File: src/rtl/seq_det_pkg.sv
// Shared definitions for the 101/110 pattern source and detectors.
// Pattern constants, select encodings and the transmitter state enum.
package seq_det_pkg;

   localparam logic [2:0] PAT_101 = 3'b101;
   localparam logic [2:0] PAT_110 = 3'b110;

   localparam logic [1:0] SEL_101     = 2'b00;
   localparam logic [1:0] SEL_110     = 2'b01;
   localparam logic [1:0] SEL_ALT_101 = 2'b10;
   localparam logic [1:0] SEL_ALT_110 = 2'b11;

   typedef enum logic [1:0] {
      IDLE,
      SHIFT,
      GAP,
      FIN
   } state_t;

   // odd selects the second pattern of an alternating pair
   function automatic logic [2:0] pat_sel(
      input logic [1:0] s,
      input logic       odd
   );
      logic [2:0] p;
      unique case (s)
         SEL_101:     p = PAT_101;
         SEL_110:     p = PAT_110;
         SEL_ALT_101: p = odd ? PAT_110 : PAT_101;
         SEL_ALT_110: p = odd ? PAT_101 : PAT_110;
      endcase
      return p;
   endfunction

endpackage

File: src/rtl/seq_gen_101_110_tx.sv
// Serial 101/110 pattern transmitter, MSB first, with zero gap bits.
// All outputs are registered from the next-state logic.
module seq_gen_101_110_tx
   import seq_det_pkg::*;
#(
   parameter int GAP_BITS = 1,
   parameter int CNT_W    = 8
) (
   input  logic             clk,
   input  logic             rstn,
   input  logic             start,
   input  logic [1:0]       sel,
   input  logic [CNT_W-1:0] count,
   output logic             out_bit,
   output logic             out_valid,
   output logic             frame_start,
   output logic             busy,
   output logic             done
);

   localparam int GW = (GAP_BITS < 2) ? 1 : $clog2(GAP_BITS + 1);
   localparam logic [GW-1:0] GAP_LAST =
      GW'((GAP_BITS > 0) ? GAP_BITS - 1 : 0);

   state_t           state, state_n;
   logic [1:0]       bidx, bidx_n;
   logic [CNT_W-1:0] pcnt, pcnt_n;
   logic             odd, odd_n;
   logic [1:0]       sel_q, sel_n;
   logic [GW-1:0]    gcnt, gcnt_n;
   logic [2:0]       p_cur, p_new;
   logic             load;
   logic             bit_n, val_n, fs_n, busy_n, done_n;

   assign p_cur = pat_sel(sel_q, odd);

   always_ff @(posedge clk) begin
      if (!rstn) begin
         state       <= IDLE;
         bidx        <= '0;
         pcnt        <= '0;
         odd         <= 1'b0;
         sel_q       <= '0;
         gcnt        <= '0;
         out_bit     <= 1'b0;
         out_valid   <= 1'b0;
         frame_start <= 1'b0;
         busy        <= 1'b0;
         done        <= 1'b0;
      end else begin
         state       <= state_n;
         bidx        <= bidx_n;
         pcnt        <= pcnt_n;
         odd         <= odd_n;
         sel_q       <= sel_n;
         gcnt        <= gcnt_n;
         out_bit     <= bit_n;
         out_valid   <= val_n;
         frame_start <= fs_n;
         busy        <= busy_n;
         done        <= done_n;
      end
   end

   always_comb begin
      state_n = state;
      bidx_n  = bidx;
      pcnt_n  = pcnt;
      odd_n   = odd;
      sel_n   = sel_q;
      gcnt_n  = gcnt;
      load    = 1'b0;
      p_new   = '0;
      bit_n   = 1'b0;
      val_n   = 1'b0;
      fs_n    = 1'b0;
      done_n  = 1'b0;
      unique case (state)
         IDLE, FIN: begin
            state_n = IDLE;
            if (start) begin
               sel_n  = sel;
               odd_n  = 1'b0;
               pcnt_n = count;
               if (count == '0) begin
                  state_n = FIN;
                  done_n  = 1'b1;
               end else begin
                  state_n = SHIFT;
                  load    = 1'b1;
               end
            end
         end
         SHIFT: begin
            if (bidx != 2'd0) begin
               bidx_n = bidx - 2'd1;
               bit_n  = p_cur[bidx_n];
               val_n  = 1'b1;
            end else if (pcnt == CNT_W'(1)) begin
               state_n = FIN;
               pcnt_n  = '0;
               done_n  = 1'b1;
            end else begin
               pcnt_n = pcnt - CNT_W'(1);
               odd_n  = ~odd;
               if (GAP_BITS == 0) begin
                  load = 1'b1;
               end else begin
                  state_n = GAP;
                  gcnt_n  = GAP_LAST;
                  val_n   = 1'b1;
               end
            end
         end
         GAP: begin
            if (gcnt == '0) begin
               state_n = SHIFT;
               load    = 1'b1;
            end else begin
               gcnt_n = gcnt - GW'(1);
               val_n  = 1'b1;
            end
         end
      endcase
      // a new pattern starts with its MSB and a frame marker
      if (load) begin
         p_new  = pat_sel(sel_n, odd_n);
         bidx_n = 2'd2;
         bit_n  = p_new[2];
         val_n  = 1'b1;
         fs_n   = 1'b1;
      end
      busy_n = (state_n == SHIFT) || (state_n == GAP);
   end

endmodule

File: config.mk
export PLATFORM = sky130hd
export DESIGN_NAME = seq_gen_101_110_tx
export DESIGN_NICKNAME = d
export VERILOG_FILES = /design/src/rtl/seq_det_pkg.sv /design/src/rtl/seq_gen_101_110_tx.sv
export SDC_FILE = /design/constraint.sdc
export NUM_CORES = 1
export LEC_CHECK = 0
export BUFFER_PORTS_ARGS = -buffer_cell sky130_fd_sc_hd__buf_2
export CAP_MARGIN = 40
export CORE_ASPECT_RATIO = 1.25
export CORE_MARGIN = 8
export CORE_UTILIZATION = 50
export CTS_CLUSTER_DIAMETER = 150
export DETAILED_ROUTE_END_ITERATION = 8
export GPL_TIMING_DRIVEN = 0
export PLACE_DENSITY = 0.71
export SETUP_SLACK_MARGIN = 0.5
export SYNTH_ARGS = -nofsm -noshare
export SYNTH_HDL_FRONTEND = slang
export SYNTH_SLANG_ARGS = --single-unit
File: constraint.sdc
create_clock -name clk -period 1.85 [get_ports clk]
set_clock_uncertainty 0.05 [all_clocks]
set_input_delay 0.185 -clock clk [delete_from_list [all_inputs] [get_ports clk]]
set_output_delay 0.185 -clock clk [all_outputs]
set_load 0.01 [all_outputs]
==> run metrics, run 1 <==
initial core utilization 53.1%; number of global-route vias before repair 1330; most common cell after layout, fill and taps aside buf_2; CP Class register to register; DR vias 1320; syn avg cell area 8.29 sq um; # nets final 208; register area share after synthesis 33.8%; Worst Setup Slack, final 0.172 ns; Max Clk Rate 596 MHz; grt ovf 0; clock period minus worst slack 1.68 ns; core area 2230 sq um; Die Span Y 70.5 microns; cell area after synthesis 1190 sq um; DR vias/cell 6.03; # IOs 18; clk slew on worst S/H paths 0.12 ns; Required @ worst endpoint 2.01 ns; full die area 4200 sq um; Post-synth EDFFs 0; CP arrival 1.84 ns; worst hold path type primary input to register; clk_lat worst skew 0.30 ns; n_diodes 0; pre-CTS WS 0.0608 ns; Final Wtd Congestion 0.889; Worst slew margin 69.5%; wire length per cell 17.2 microns; TritonCTS clock tree yes; Yosys reg bits 20; Async SR Flop Fraction 0%; CTS H-tree lvls 1; antenna viol nets, final 0; Distinct cells, synth 47; unrepaired setup endpoints after global routing yes; largest net degree at the start of global routing 12; post-DP HPWL 2.38 mm; Final period util 90.7%; Pwr Density 817 nW/um^2; hold path start sel[0]; final wirelength 3.77 mm; Post-CTS Hold Buffers 0; worst slew pin tran 0.457 ns; count of final setup violators 0; R2R depth 4; share of layout cells above drive strength 1 50.5%; Initial DRT Pass Iterations 4; CTS Buf Count 3; Hold Fails Final Rpt 0; Ys Warns 0; Residual DRC 0; worst-path fanout max 5; Min-Delay Endpoint sel_q[0]; total of max-cap violations 0; number of filler cells placed in the layout 157; Tot GR Track Use 16.9%; Hold Path Stages 3; CP endpoint kind register; CTS Buffer Depth 2; num rows 19; Clock Sinks 20; most frequent cells in the layout 18 x buf_2, 17 x buf_4, 12 x dfxtp_1; multi-input logic area 927 sq um; startpoint type of the worst setup path register; worst reg-to-reg setup slack 0.17 ns; TNS Setup 0 ns; RR Endpoint pcnt[3]; Syn Inst Count 143; Peak VDD IR 677 uV; Post-Syn Nets 162; status finished, final reports clean; Storage cell area 425 sq um; Leak 0.744 nW; CTS Root Cell clkbuf_4; top_reg_cell synth dfxtp_1; fin util 80.5%; worst r2r src pcnt[3]; die width 59.6 microns; initial antenna violation count 0; port bufs 17; first-pass GRT wire length 5.65 mm; area grow syn2layout 51.6%; DR iter-0 viols 52; Final Max Slew Viols 0
==> final cells by class <==
cell class	count	share of cell area [%]
multi-input cells	107	51.6
flip-flops and latches	20	23.7
repair buffers	41	16.4
inverters	12	2.64
well taps	31	2.16
clock buffers	4	2.02
plain buffers	4	1.53
==> Yosys cell counts (3+ instances only) <==
cell type,count,area share [%]
ha_1,6,6.3
nand3_1,5,2.1
clkbuf_1,3,0.95
and2_1,4,2.1
a32o_1,4,3.4
o21ai_0,9,3.8
a21boi_0,6,3.8
nor2_1,7,2.2
dfxtp_1,20,34
nand2_1,13,4.1
a21oi_1,7,3.0
and3_1,3,1.6
inv_1,12,3.8
==> state kept, by name, summed over array words and instances, names as in the netlist <==
| name | cells |
|---|---|
| sel_q | 2 |
| odd | 1 |
| frame_start | 1 |
| bidx | 2 |
| out_valid | 1 |
| pcnt | 8 |
| out_bit | 1 |
| done | 1 |
| state | 2 |
| busy | 1 |
==> logic make-up (layout without fill, tap and decap cells) <==
kind of cell               after synthesis  in the layout  synth area share, %
adders and majority gates                6              6                 6.33
buffers and inverters                   16             61                 5.17
and+or+nand+nor                         55             55                 26.8
DFF                                     20             20                 33.8
xor gates and xnor gates                 1              1                0.739
AOI/OAI and AO/OA                       45             45                 27.2
==> through the flow <==
stage	instances	power [mW]	hold WS, ns	instance area, sq um
2_1_floorplan	143	0.869	0.291	1270
3_3_place_gp	191	0.971	0.398	1400
3_5_place_dp	191	0.984	0.412	1400
4_1_cts	213	1.39	0.0787	1710
5_1_grt	219	1.55	0.0855	1800
6_report	219	1.47	0.0802	1800
==> layer usage <==
layer / vias to the layer above / track usage [%] / routed length (microns)
met5: - / 0 / 0
met4: 0 / 11.2 / 125
met3: 14 / 2.75 / 172
met2: 59 / 29.6 / 1950
met1: 632 / 17.5 / 1520
li1: 615 / - / -
==> where the power goes <==
group	switching [mW]	internal [mW]
logic	0.336	0.336
registers	0.0515	0.486
clock network	0.139	0.120
==> repair_timing <==
| item | 4_1_cts | 5_1_grt |
|---|---|---|
| gates resized for setup | 38 | 11 |
| setup buffers | 18 | 6 |
| pin swaps | 15 | 8 |
| endpoints found under the setup margin | 18 | 18 |
==> critical path, stage by stage (launching register included) <==
cell and delay, ns:
dfxtp_4 0.38, or4_4 0.57, o21ai_4 0.27, o21ai_1 0.09, a32o_1 0.22
==> how the worst max path moves through the flow <==
stage	start	endpoint	slack (ns)
3_3_place_gp	count[6]	busy	0.09
3_5_place_dp	count[6]	busy	0.06
5_1_grt	pcnt[1]	pcnt[3]	0.12
4_1_cts	pcnt[3]	pcnt[7]	0.21
2_1_floorplan	count[6]	busy	0.27
6_report	pcnt[3]	pcnt[3]	0.17
Power figures use the tool's default switching activity.
==> run 2: changes to the inputs <==
--- a/config.mk
+++ b/config.mk
@@ -5,7 +5,7 @@
 export SDC_FILE = /design/constraint.sdc
 export NUM_CORES = 1
 export LEC_CHECK = 0
-export BUFFER_PORTS_ARGS = -buffer_cell sky130_fd_sc_hd__buf_2
+export BUFFER_PORTS_ARGS = -buffer_cell sky130_fd_sc_hd__clkbuf_2
 export CAP_MARGIN = 40
 export CORE_ASPECT_RATIO = 1.25
 export CORE_MARGIN = 8
==> run 2 against run 1 <==
  * Maximum frequency hardly changed
  * Critical endpoint is now pcnt[6]
  * Routed wire length is 3.9% lower
  * Utilization down 1.1 points
  * Sequential power is essentially flat
  * Critical path type unchanged
  * Largest power group unchanged
  * Power grew 6.1%
==> run metrics, run 2 (synthesis results as in run 1) <==
# nets final 206; wire length per cell 16.7 microns; TritonCTS clock tree yes; Worst Setup Slack, final 0.173 ns; die width 59.6 microns; Leak 0.722 nW; Initial DRT Pass Iterations 6; Required @ worst endpoint 2.01 ns; antenna viol nets, final 0; worst reg-to-reg setup slack 0.17 ns; GR Layer Usage met3 3.11%; CTS Buffer Depth 2; first-pass GRT wire length 5.69 mm; Hold Path Stages 3; worst-path fanout max 5; CTS H-tree lvls 1; clk slew on worst S/H paths 0.12 ns; n_diodes 0; most flop-heavy register pcnt; number of global-route vias before repair 1334; post-DP HPWL 2.39 mm; Tot GR Track Use 16.9%; area grow syn2layout 49.6%; Final Wtd Congestion 0.888; critical path's top delay family simple AND/OR/NAND/NOR gates; CP arrival 1.84 ns; initial core utilization 53.1%; R2R depth 6; max reg flops 8; final wirelength 3.63 mm; share of layout cells above drive strength 1 51.6%; Hold Fails Final Rpt 0; startpoint type of the worst setup path register; GRT met1 Usage 17.1%; Pwr Density 878 nW/um^2; CP endpoint kind register; RR Endpoint pcnt[6]; # IOs 18; port bufs 17; CTS Root Cell clkbuf_4; number of filler cells placed in the layout 169; crit-path cells inv_2 > ha_4 > and2b_2 > or3_4 > o21ai_2 > a21boi_1; CTS Buf Count 3; Final Max Slew Viols 0; pre-CTS WS 0.0643 ns; clock period minus worst slack 1.68 ns; CP Class register to register; Max Clk Rate 596 MHz; Critical Path Source state[0]; worst slew pin tran 0.447 ns; Post-CTS Hold Buffers 0; core area 2230 sq um; Buffers & Inverters on Critical Path 1; DR vias/cell 5.93; worst hold path type primary input to register; Top Usage Layer GRT met2; initial antenna violation count 0; largest net degree at the start of global routing 13; Peak VDD IR 669 uV; most frequent cells in the layout 18 x clkbuf_2, 18 x buf_4, 12 x dfxtp_1; hold path start sel[0]; worst r2r src state[0]; total of max-cap violations 0; grt ovf 0; CP peak stage delay 0.41 ns; TNS Setup 0 ns; status finished, final reports clean; area post-placement 1400 sq um; Pwr Total 1.56 mW; num rows 19; DR iter-0 viols 39; slowest CP cell or3_4; Clock Sinks 20; count of final setup violators 0; Final period util 90.7%; unrepaired setup endpoints after global routing yes; design area 1770 sq um; Min-Delay Endpoint sel_q[0]; full die area 4200 sq um; DR vias 1287; Worst slew margin 70.2%; clk_lat worst skew 0.31 ns; GR Util met2 30.9%; Die Span Y 70.5 microns; Residual DRC 0
[run 2: cell type report]
| type | count | area (sq um) | area share [%] |
|---|---|---|---|
| clock buffer | 3 | 22.5 | 1.27 |
| tap | 31 | 38.8 | 2.19 |
| multi-input combinational | 107 | 925 | 52.1 |
| inverter | 12 | 45.0 | 2.54 |
| buffer | 4 | 27.5 | 1.55 |
| sequential | 20 | 420 | 23.7 |
| timing repair buffer | 39 | 265 | 15.0 |
| clock inverter | 1 | 30.0 | 1.69 |
[run 2: worst max path at each step]
stage / to / cells after the start
CTS: pcnt[7] / 4
global route: pcnt[2] / 4
global placement: pcnt[3] / 6
floorplan: busy / 4
detailed placement: pcnt[3] / 6
finish: pcnt[6] / 6
[run 2: metrics by stage]
stage / util, % / hold WS (ns) / instances
after CTS: 76.4 / 0.0576 / 213
after global placement: 62.5 / 0.381 / 191
final: 79.4 / 0.0486 / 217
after floorplan: - / 0.291 / 143
after detailed placement: 62.5 / 0.394 / 191
after global routing: 79.4 / 0.0385 / 217
[run 2: worst min-delay path, stage by stage]
cell and delay (ns):
clkbuf_2 0.08, nand3_1 0.05, a21boi_1 0.06
[run 2: what timing repair did]
| item | CTS | global route |
|---|---|---|
| setup endpoints to repair | 18 | 20 |
| pin swaps | 16 | 5 |
| cloned | 0 | 0 |
| setup buffers | 18 | 4 |
| gates resized for setup | 34 | 11 |
[run 2: per-layer routing]
metal	part of all wire, %	routed length (microns)	up-vias
li1	-	-	616
met4	2.5	91	0
met1	37	1350	608
met5	0	0	-
met3	5.3	192	12
met2	55	2000	51
[run 2: where the power goes]
part	switching [mW]	internal, mW	total, mW
registers	0.0485	0.487	0.535
logic	0.330	0.329	0.659
clock network	0.145	0.219	0.364
